**config.mk**
```make
export PLATFORM = sky130hd
export DESIGN_NAME = bank_biu_burst
export DESIGN_NICKNAME = d
export VERILOG_FILES = /design/src/rtl/bank_biu_burst.sv
export SDC_FILE = /design/constraint.sdc
export NUM_CORES = 1
export LEC_CHECK = 0
export ABC_AREA = 1
export BUFFER_PORTS_ARGS = -buffer_cell sky130_fd_sc_hd__buf_2
export CAP_MARGIN = 20
export CORE_AREA = 4 4 513 515
export DETAILED_ROUTE_END_ITERATION = 8
export DIE_AREA = 0 0 517 519
export GPL_TIMING_DRIVEN = 0
export HOLD_SLACK_MARGIN = 0.02
export SYNTH_ARGS = -nofsm -noshare
export SYNTH_HDL_FRONTEND = slang
export SYNTH_SLANG_ARGS = --single-unit
```
**constraint.sdc**
```tcl
create_clock -name clk_i -period 5.6 [get_ports clk_i]
set_input_delay 0.84 -clock clk_i [delete_from_list [all_inputs] [get_ports clk_i]]
set_output_delay 0.84 -clock clk_i [all_outputs]
set_load 0.005 [all_outputs]
```
**src/rtl/bank_biu_burst.sv**
```systemverilog
// bank_biu_burst: bank bus interface unit. It queues HTU line-fill and write-back
// requests in one ordered FIFO and issues them as AXI3 INCR bursts. It also
// sequences SC write beats with a generated WLAST and limits outstanding bursts.
// Optional build macro: BIU_ERR_CAPTURE_EN latches the ID and response of the first error.
module bank_biu_burst #(
  parameter int unsigned ADDR_WIDTH = 32,
  parameter int unsigned DATA_WIDTH = 256,
  parameter int unsigned ID_WIDTH   = 8,
  parameter int unsigned SW_WIDTH   = 6,
  parameter int unsigned FIFO_AW    = 3,
  parameter int unsigned BURST_LEN  = 2,
  parameter int unsigned MAX_OUTST  = 4,
  localparam int unsigned LOB       = $clog2(BURST_LEN * DATA_WIDTH / 8),
  localparam int unsigned LA_W      = ADDR_WIDTH - LOB,
  localparam int unsigned STRB_W    = DATA_WIDTH / 8
) (
  input  logic                  clk_i,
  input  logic                  rst_i,
  // HTU request side
  input  logic                  htu_biu_arvalid_i,
  output logic                  htu_biu_arready_o,
  input  logic [LA_W-1:0]       htu_biu_araddr_i,
  input  logic                  htu_biu_awvalid_i,
  output logic                  htu_biu_awready_o,
  input  logic [LA_W-1:0]       htu_biu_awaddr_i,
  input  logic [SW_WIDTH-1:0]   htu_biu_set_way_i,
  // SC write beats
  input  logic                  sc_biu_valid_i,
  output logic                  sc_biu_ready_o,
  input  logic [DATA_WIDTH-1:0] sc_biu_data_i,
  input  logic [STRB_W-1:0]     sc_biu_strb_i,
  input  logic [SW_WIDTH-1:0]   sc_biu_set_way_i,
  // ISU read beats
  output logic                  biu_isu_rvalid_o,
  input  logic                  biu_isu_rready_i,
  output logic [DATA_WIDTH-1:0] biu_isu_rdata_o,
  output logic [ID_WIDTH-1:0]   biu_isu_rid_o,
  output logic                  biu_isu_rlast_o,
  // AXI3 AR
  output logic                  biu_axi3_arvalid_o,
  input  logic                  biu_axi3_arready_i,
  output logic [ID_WIDTH-1:0]   biu_axi3_arid_o,
  output logic [ADDR_WIDTH-1:0] biu_axi3_araddr_o,
  output logic [3:0]            biu_axi3_arlen_o,
  output logic [2:0]            biu_axi3_arsize_o,
  output logic [1:0]            biu_axi3_arburst_o,
  // AXI3 R
  input  logic                  biu_axi3_rvalid_i,
  output logic                  biu_axi3_rready_o,
  input  logic [ID_WIDTH-1:0]   biu_axi3_rid_i,
  input  logic [DATA_WIDTH-1:0] biu_axi3_rdata_i,
  input  logic [1:0]            biu_axi3_rresp_i,
  input  logic                  biu_axi3_rlast_i,
  // AXI3 AW
  output logic                  biu_axi3_awvalid_o,
  input  logic                  biu_axi3_awready_i,
  output logic [ID_WIDTH-1:0]   biu_axi3_awid_o,
  output logic [ADDR_WIDTH-1:0] biu_axi3_awaddr_o,
  output logic [3:0]            biu_axi3_awlen_o,
  output logic [2:0]            biu_axi3_awsize_o,
  output logic [1:0]            biu_axi3_awburst_o,
  // AXI3 W
  output logic                  biu_axi3_wvalid_o,
  input  logic                  biu_axi3_wready_i,
  output logic [ID_WIDTH-1:0]   biu_axi3_wid_o,
  output logic [DATA_WIDTH-1:0] biu_axi3_wdata_o,
  output logic [STRB_W-1:0]     biu_axi3_wstrb_o,
  output logic                  biu_axi3_wlast_o,
  // AXI3 B
  input  logic                  biu_axi3_bvalid_i,
  output logic                  biu_axi3_bready_o,
  input  logic [ID_WIDTH-1:0]   biu_axi3_bid_i,
  input  logic [1:0]            biu_axi3_bresp_i,
  // Error reporting
  output logic                  biu_err_o,
  output logic [ID_WIDTH-1:0]   biu_err_id_o,
  output logic [1:0]            biu_err_resp_o
);

  localparam int unsigned SZ     = $clog2(DATA_WIDTH / 8);
  localparam int unsigned DEPTH  = 1 << FIFO_AW;
  localparam int unsigned FCNT_W = FIFO_AW + 1;
  localparam int unsigned CNT_W  = 4;
  localparam int unsigned BEAT_W = (BURST_LEN > 1) ? $clog2(BURST_LEN) : 1;

  typedef struct packed {
    logic                is_wr;
    logic [SW_WIDTH-1:0] set_way;
    logic [LA_W-1:0]     line;
  } req_t;

  req_t                r_mem [DEPTH];
  logic [FIFO_AW-1:0]  r_wptr;
  logic [FIFO_AW-1:0]  r_rptr;
  logic [FCNT_W-1:0]   r_count;
  logic [CNT_W-1:0]    r_rd_outst;
  logic [CNT_W-1:0]    r_wr_outst;
  logic [CNT_W-1:0]    r_wpend;
  logic [BEAT_W-1:0]   r_beat;
  logic                r_bready;
  logic                r_err;

  logic                w_ready;
  logic                w_push_aw;
  logic                w_push_ar;
  logic [FCNT_W-1:0]   w_push_n;
  req_t                w_aw_req;
  req_t                w_ar_req;
  req_t                w_head;
  logic                w_head_vld;
  logic                w_arvalid;
  logic                w_awvalid;
  logic                w_ar_hs;
  logic                w_aw_hs;
  logic                w_pop;
  logic                w_r_hs;
  logic                w_r_done;
  logic                w_wpend_nz;
  logic                w_wvalid;
  logic                w_wlast;
  logic                w_w_hs;
  logic                w_w_done;
  logic                w_b_hs;
  logic                w_r_err;
  logic                w_b_err;

  // Request intake: both channels accepted only while two slots are free
  assign w_ready   = (r_count <= FCNT_W'(DEPTH - 2));
  assign w_push_aw = htu_biu_awvalid_i & w_ready;
  assign w_push_ar = htu_biu_arvalid_i & w_ready;
  assign w_push_n  = FCNT_W'(w_push_aw) + FCNT_W'(w_push_ar);
  assign w_aw_req  = '{is_wr: 1'b1, set_way: htu_biu_set_way_i, line: htu_biu_awaddr_i};
  assign w_ar_req  = '{is_wr: 1'b0, set_way: htu_biu_set_way_i, line: htu_biu_araddr_i};

  assign htu_biu_arready_o = w_ready;
  assign htu_biu_awready_o = w_ready;

  // In-order issue from the FIFO head
  assign w_head     = r_mem[r_rptr];
  assign w_head_vld = (r_count != '0);
  assign w_arvalid  = w_head_vld & ~w_head.is_wr & (r_rd_outst < CNT_W'(MAX_OUTST));
  assign w_awvalid  = w_head_vld &  w_head.is_wr & (r_wr_outst < CNT_W'(MAX_OUTST))
                      & (r_wpend < CNT_W'(MAX_OUTST));
  assign w_ar_hs    = w_arvalid & biu_axi3_arready_i;
  assign w_aw_hs    = w_awvalid & biu_axi3_awready_i;
  assign w_pop      = w_ar_hs | w_aw_hs;

  assign biu_axi3_arvalid_o = w_arvalid;
  assign biu_axi3_arid_o    = ID_WIDTH'(w_head.set_way);
  assign biu_axi3_araddr_o  = {w_head.line, {LOB{1'b0}}};
  assign biu_axi3_arlen_o   = 4'(BURST_LEN - 1);
  assign biu_axi3_arsize_o  = 3'(SZ);
  assign biu_axi3_arburst_o = 2'b01;

  assign biu_axi3_awvalid_o = w_awvalid;
  assign biu_axi3_awid_o    = ID_WIDTH'(w_head.set_way);
  assign biu_axi3_awaddr_o  = {w_head.line, {LOB{1'b0}}};
  assign biu_axi3_awlen_o   = 4'(BURST_LEN - 1);
  assign biu_axi3_awsize_o  = 3'(SZ);
  assign biu_axi3_awburst_o = 2'b01;

  // R channel passes straight through to the ISU
  assign biu_isu_rvalid_o  = biu_axi3_rvalid_i;
  assign biu_isu_rdata_o   = biu_axi3_rdata_i;
  assign biu_isu_rid_o     = biu_axi3_rid_i;
  assign biu_isu_rlast_o   = biu_axi3_rlast_i;
  assign biu_axi3_rready_o = biu_isu_rready_i;
  assign w_r_hs            = biu_axi3_rvalid_i & biu_isu_rready_i;
  assign w_r_done          = w_r_hs & biu_axi3_rlast_i;

  // W channel: beats are held back until their AW has been issued
  assign w_wpend_nz        = (r_wpend != '0);
  assign w_wvalid          = sc_biu_valid_i & w_wpend_nz;
  assign w_wlast           = (r_beat == BEAT_W'(BURST_LEN - 1));
  assign w_w_hs            = w_wvalid & biu_axi3_wready_i;
  assign w_w_done          = w_w_hs & w_wlast;
  assign sc_biu_ready_o    = biu_axi3_wready_i & w_wpend_nz;
  assign biu_axi3_wvalid_o = w_wvalid;
  assign biu_axi3_wlast_o  = w_wlast;
  assign biu_axi3_wid_o    = ID_WIDTH'(sc_biu_set_way_i);
  assign biu_axi3_wdata_o  = sc_biu_data_i;
  assign biu_axi3_wstrb_o  = sc_biu_strb_i;

  assign w_b_hs            = biu_axi3_bvalid_i & r_bready;
  assign biu_axi3_bready_o = r_bready;

  assign w_r_err   = w_r_hs & (biu_axi3_rresp_i != 2'b00);
  assign w_b_err   = w_b_hs & (biu_axi3_bresp_i != 2'b00);
  assign biu_err_o = r_err;

  // FIFO storage; the AW entry takes the older slot when both push together
  always_ff @(posedge clk_i) begin
    if (w_push_aw) r_mem[r_wptr] <= w_aw_req;
    if (w_push_ar) r_mem[r_wptr + FIFO_AW'(w_push_aw)] <= w_ar_req;
  end

  // FIFO pointers and occupancy
  always_ff @(posedge clk_i) begin
    if (rst_i) begin
      r_wptr  <= '0;
      r_rptr  <= '0;
      r_count <= '0;
    end else begin
      r_wptr  <= r_wptr + FIFO_AW'(w_push_n);
      r_rptr  <= r_rptr + FIFO_AW'(w_pop);
      r_count <= r_count + w_push_n - FCNT_W'(w_pop);
    end
  end

  // Outstanding-burst counters; simultaneous +1/-1 cancel out
  always_ff @(posedge clk_i) begin
    if (rst_i) begin
      r_rd_outst <= '0;
      r_wr_outst <= '0;
      r_wpend    <= '0;
    end else begin
      if (w_ar_hs && !w_r_done)      r_rd_outst <= r_rd_outst + CNT_W'(1);
      else if (!w_ar_hs && w_r_done) r_rd_outst <= r_rd_outst - CNT_W'(1);
      if (w_aw_hs && !w_b_hs)        r_wr_outst <= r_wr_outst + CNT_W'(1);
      else if (!w_aw_hs && w_b_hs)   r_wr_outst <= r_wr_outst - CNT_W'(1);
      if (w_aw_hs && !w_w_done)      r_wpend    <= r_wpend + CNT_W'(1);
      else if (!w_aw_hs && w_w_done) r_wpend    <= r_wpend - CNT_W'(1);
    end
  end

  // W beat position within the current burst, wrapping after WLAST
  always_ff @(posedge clk_i) begin
    if (rst_i)       r_beat <= '0;
    else if (w_w_hs) r_beat <= w_wlast ? '0 : r_beat + BEAT_W'(1);
  end

  // B is always accepted once out of reset; error flag is sticky
  always_ff @(posedge clk_i) begin
    if (rst_i) begin
      r_bready <= 1'b0;
      r_err    <= 1'b0;
    end else begin
      r_bready <= 1'b1;
      if (w_r_err || w_b_err) r_err <= 1'b1;
    end
  end

`ifdef BIU_ERR_CAPTURE_EN
  logic [ID_WIDTH-1:0] r_err_id;
  logic [1:0]          r_err_resp;

  // Capture only the first error; R takes priority over B in the same cycle
  always_ff @(posedge clk_i) begin
    if (rst_i) begin
      r_err_id   <= '0;
      r_err_resp <= '0;
    end else if (!r_err && w_r_err) begin
      r_err_id   <= biu_axi3_rid_i;
      r_err_resp <= biu_axi3_rresp_i;
    end else if (!r_err && w_b_err) begin
      r_err_id   <= biu_axi3_bid_i;
      r_err_resp <= biu_axi3_bresp_i;
    end
  end

  assign biu_err_id_o   = r_err_id;
  assign biu_err_resp_o = r_err_resp;
`else
  logic w_unused_bid;
  assign w_unused_bid   = ^biu_axi3_bid_i;
  assign biu_err_id_o   = '0;
  assign biu_err_resp_o = '0;
`endif

endmodule

```
# Word level (Yosys, flattened, before mapping)
# Memories as Yosys holds them, arrays and structs flattened. A register that Yosys moved wholly into a read port is not among the register bits.
# Index checks and enable logic that the tools add are counted.
[totals] reg_bits=25 ram_bits=264 mem_count=1
[mem_list] memory="r_mem" words=8 word_bits=33 read_ports=1 rd_clocked_by_memory_dff=1 wr=2 line_no="92" rtl="req_t r_mem [DEPTH];"
[op_classes] addsub=13 n_lt_le_gt_ge=4 n_mux=13 bitwise=20 n_reduce_logical=19
[ops] cell="2-to-1 mux 4 bit" count=6
[ops] cell="bitwise AND 1 bit" count=18
[ops] cell="adder 4 x 1 -> 4 bit, second input constant" count=3
[ops] cell="< comparator 4 x 3 -> 1 bit, second input constant" count=3
[ops] cell="subtractor 4 x 1 -> 4 bit, second input constant" count=3
[ops] cell="nonzero test 2 bit" count=5
[ops] cell="nonzero test 4 bit" count=2
[ops] cell="adder 3 x 1 -> 3 bit" count=2
[ops] cell="logical AND 1 bit" count=6
[ops] cell="2-to-1 mux 1 bit" count=6
[ops] cell="logical NOT 1 bit" count=5
[ops] cell="adder 4 x 2 -> 4 bit" count=1
[ops] cell="less-or-equal comparator 4 x 3 -> 1 bit, second input constant" count=1
[ops] cell="subtractor 4 x 1 -> 4 bit" count=1
[ops] cell="adder 3 x 2 -> 3 bit" count=1
[ops] cell="2-to-1 mux 3 bit" count=1
[ops] cell="adder 1 x 1 -> 2 bit" count=1
[ops] cell="adder 1 bit, second input constant" count=1
[ops] cell="logical OR 1 bit" count=1
[ops] cell="inverter 1 bit" count=1
[ops] cell="bitwise OR 1 bit" count=1

# Depth between registers and ports, before layout
[depth] depth_word=9 depth_mapped=18 ltp_nobuf=17

# Least setup slack after synthesis
# OpenSTA, ideal clock, no wires.
[synth_path] path_kind="input -> register" from="in htu_biu_awvalid_i" to="mem r_mem[4][0] (netlist bit), enable pin" t_arrival_ns=3.015 t_required_ns=5.213 slack_ns=2.198 stages=12 cell_sequence="inv_1 > nor2_4 > buf_2 > ha_1 > ha_1 > inv_1 > nand3_1 > inv_1 > nand3_4 > inv_4 > nor2_2 > inv_1"
[synth_lines] element="from (decl)" line_no="23" rtl="input logic htu_biu_awvalid_i,"
[synth_lines] element="to (decl)" line_no="92"

==> impl_results.md <==
* Status: completed
* Number of max-cap violations at 0
* P_leak at 12.9 nW
* R2R Path Start: r_count[3]$_SDFF_PP0_
* Netlist cell types at 33
* Total global-route track usage at 13.9%
* Clock slew at reported path FFs at 0.06 ns
* Clock share of power at 22.6%
* Hold path cells at 2
* Cells on worst reg2reg path at 14
* Full die area at 268000 sq um
* Post-CTS setup buffer count at 0
* Type of the worst min-delay path: reg2reg
* Final worst path period share at 80.4%
* Most frequent cells in the layout: buf_2 (725), buf_4 (649), nand2_1 (475)
* Syn avg cell area at around 8.2 sq um
* Slew headroom at 34.6%
* Hold path start: r_mem[4][32]$_SDFFE_PP0P_
* CTS tree: yes
* Pwr dens at 359 nW/um^2
* Hold_buf cts at 0
* Worst path max stage delay at 0.68 ns
* WL final at 199000 microns
* Worst VDD drop at ~0.00028 V
* Layout cells sized above 1 at 45.1%
* Post-cts resize count at 0
* Hold Fails Final Rpt at 0
* Area delta synth->final at 44.1%
* Final nets at 3901
* Die span in x at 517 microns
* Htree depth at 2
* CP Cell Sequence: inv_1 -> buf_2 -> buf_1 -> nor2_1 -> o22ai_1 -> nand2_1 -> nand2_1 -> buf_4 -> buf_2
* Final Skew at approximately 0.017 ns
* Switching power at around 0.0045 W
* WHS at 0.475 ns
* Seq pwr share at between 20% and 30%
* GRT Residual Overflow at 0
* Synth top area share at between 30% and 40%
* Crit start category: flop
* Post-DR vias/cell at between 3 and 4
* Worst-Margin Slew at 0.978 ns
* WHS Endpoint: r_mem[4][32]$_SDFFE_PP0P_
* ANT nets after route at 0
* Critical Path End Type: output pin
* Worst R2R End: r_mem[6][13]$_DFFE_PP_
* Yosys warnings at 0
* # setup viols final at 0
* Fraction of the yosys area taken by sequential cells at 40.7%
* Slowest-stage cell, CP: buf_1
* Yosys top cell by area: edfxtp_1
* Most common cell after layout, fill and taps aside: buf_2
* Latest clock arrival within the worst-skew pair at 0.54 ns
* Avg WL per Cell at about 30 microns
* Initial DRT Pass Iterations at 5
* Drt drc at 0
* Initial antenna violation count at 233
* Cell internal pwr at between 0.006 and 0.007 W
* First-pass GRT wire length at 236000 microns
* Setup TNS Final at 0 ns
* Data required, critical path at 4.76 ns
* Logic gate share of total power at between 40% and 50%
* Synth area leaders: edfxtp_1 (37%), buf_4 (24%), nand2_1 (8.8%)
* CP Data Arrival Time at between 3 and 4 ns
* Reg2reg setup slack at 1.27 ns
* FMAX at 0.222 GHz
* HPWL after DPL at 179000 microns
* RSZ-0062 raised after global routing: no
* Cells after Synth at about 2500
* Initial drt markers at 2165
* Num ports at 1320
* Worst setup path category: reg2out
* CTS buffer count at 34
* Vias in the first global route at 18926
* Root buffer cell: clkbuf_16
* Port Buffers at 654
* Vias at ~21000
* Switching Share at 42.3%
* CTS Buffer Depth at 3
* Pin count of the biggest net entering global routing at 33
* Global placer's final weighted congestion at 1.06
* Pins Over Slew Limit at 0
* Site row count at around 190
* Syn Std Cell Area at ~21000 sq um
* Worst-path fanout max at 10
* Post-synthesis register bit count at 289
* Final Critical Period at 4.50 ns
* Clock sink total at between 200 and 300
* Initial core utilization at 7.93%
* Die Y-Extent at roughly 520 microns
* Core area at 259000 sq um
cells in the mapped netlist, drive strengths merged:
cell type	instances
a21oi	35
a31oi	1
and2	2
buf	739
clkbuf	68
clkinv	1
conb	2
dfxtp	33
edfxtp	256
fa	5
ha	22
inv	86
nand2	483
nand3	229
nand4	7
nor2	205
nor3	3
o21ai	244
o22ai	64
xnor2	6
xor2	6
power by group through the flow:
| stage | registers (W) | clock network, W | logic, W |
|---|---|---|---|
| final | 0.00312 | 0.00240 | 0.00511 |
| after global routing | 0.00317 | 0.00249 | 0.00563 |
| after CTS | 0.00312 | 0.00240 | 0.00526 |
| after detailed placement | 0.00317 | 0 | 0.00525 |
| after global placement | 0.00317 | 0 | 0.00517 |
| after floorplan | 0.00312 | 0 | 0.00272 |
cells by family (layout without fill, tap and decap cells):
| group | after synthesis | count (layout) | synth area share (%) |
|---|---|---|---|
| AOI/OAI and AO/OA | 344 | 344 | 8.78 |
| adders and majority gates | 27 | 27 | 1.83 |
| DFF | 289 | 289 | 40.7 |
| other | 2 | 89 | 0.0366 |
| buffers and inverters | 894 | 1612 | 28.9 |
| xor gates and xnor gates | 12 | 12 | 0.512 |
| and+or+nand+nor | 929 | 929 | 19.3 |
sequential cells by signal, summed over array words and instances (netlist names):
name,flops
r_wr_outst,4
r_mem,264
r_wpend,4
biu_axi3_wlast_o,1
r_rptr,3
r_wptr,3
biu_err_o,1
r_rd_outst,4
biu_axi3_bready_o,1
r_count,4
critical path: cells and delay by family (launching register included):
family	cells	cell delay [ns]
AND/OR/NAND/NOR	3	0.56
flip-flops	1	0.49
AO/OA/AOI/OAI	1	0.24
buffers and inverters	5	1.82
layout make-up:
class / count / area, sq um
antenna: 43 / 108
buffer: 807 / 5600
clock buffer: 43 / 968
clock inverter: 18 / 213
fill: 29907 / 229000
inverter: 87 / 334
multi-input combinational: 1358 / 6420
sequential: 289 / 8350
tap: 3402 / 4260
timing repair buffer: 657 / 3340
worst max-delay path by stage:
stage	startpoint	end	slack (ns)	depth (start not counted)
after floorplan	htu_biu_awvalid_i	r_mem[4][0]$_DFFE_PP_	2.20	12
after global placement	htu_biu_awvalid_i	r_mem[6][13]$_DFFE_PP_	0.38	10
after detailed placement	htu_biu_awvalid_i	r_mem[6][13]$_DFFE_PP_	1.13	11
after CTS	r_rptr[0]$_SDFF_PP0_	biu_axi3_awaddr_o[29]	0.99	9
after global routing	r_rptr[0]$_SDFF_PP0_	biu_axi3_awaddr_o[29]	0.90	9
final	r_rptr[0]$_SDFF_PP0_	biu_axi3_awaddr_o[28]	1.10	9
metrics by stage:
stage | util [%] | setup WS (ns) | cell area (sq um) | total power, W | std cells
5_1_grt | 11.4 | 0.904 | 29500 | 0.0113 | 6673
2_1_floorplan | - | 2.20 | 20700 | 0.00585 | 2541
3_3_place_gp | 10.9 | 0.378 | 28200 | 0.00834 | 6597
6_report | 11.4 | 1.10 | 29600 | 0.0106 | 6704
4_1_cts | 11.4 | 0.988 | 29500 | 0.0108 | 6661
3_5_place_dp | 10.9 | 1.13 | 28300 | 0.00841 | 6600
metal layers:
metal	share of wire (%)	vias to the layer above	wire, microns	track usage [%]
met2	44	1707	87900	22.2
li1	-	9087	-	-
met4	2.7	124	5330	2.31
met5	0.41	-	819	0.126
met1	37	9798	73400	15.8
met3	16	424	31200	8.96
No activity file was read; power rests on OpenSTA's default activity.
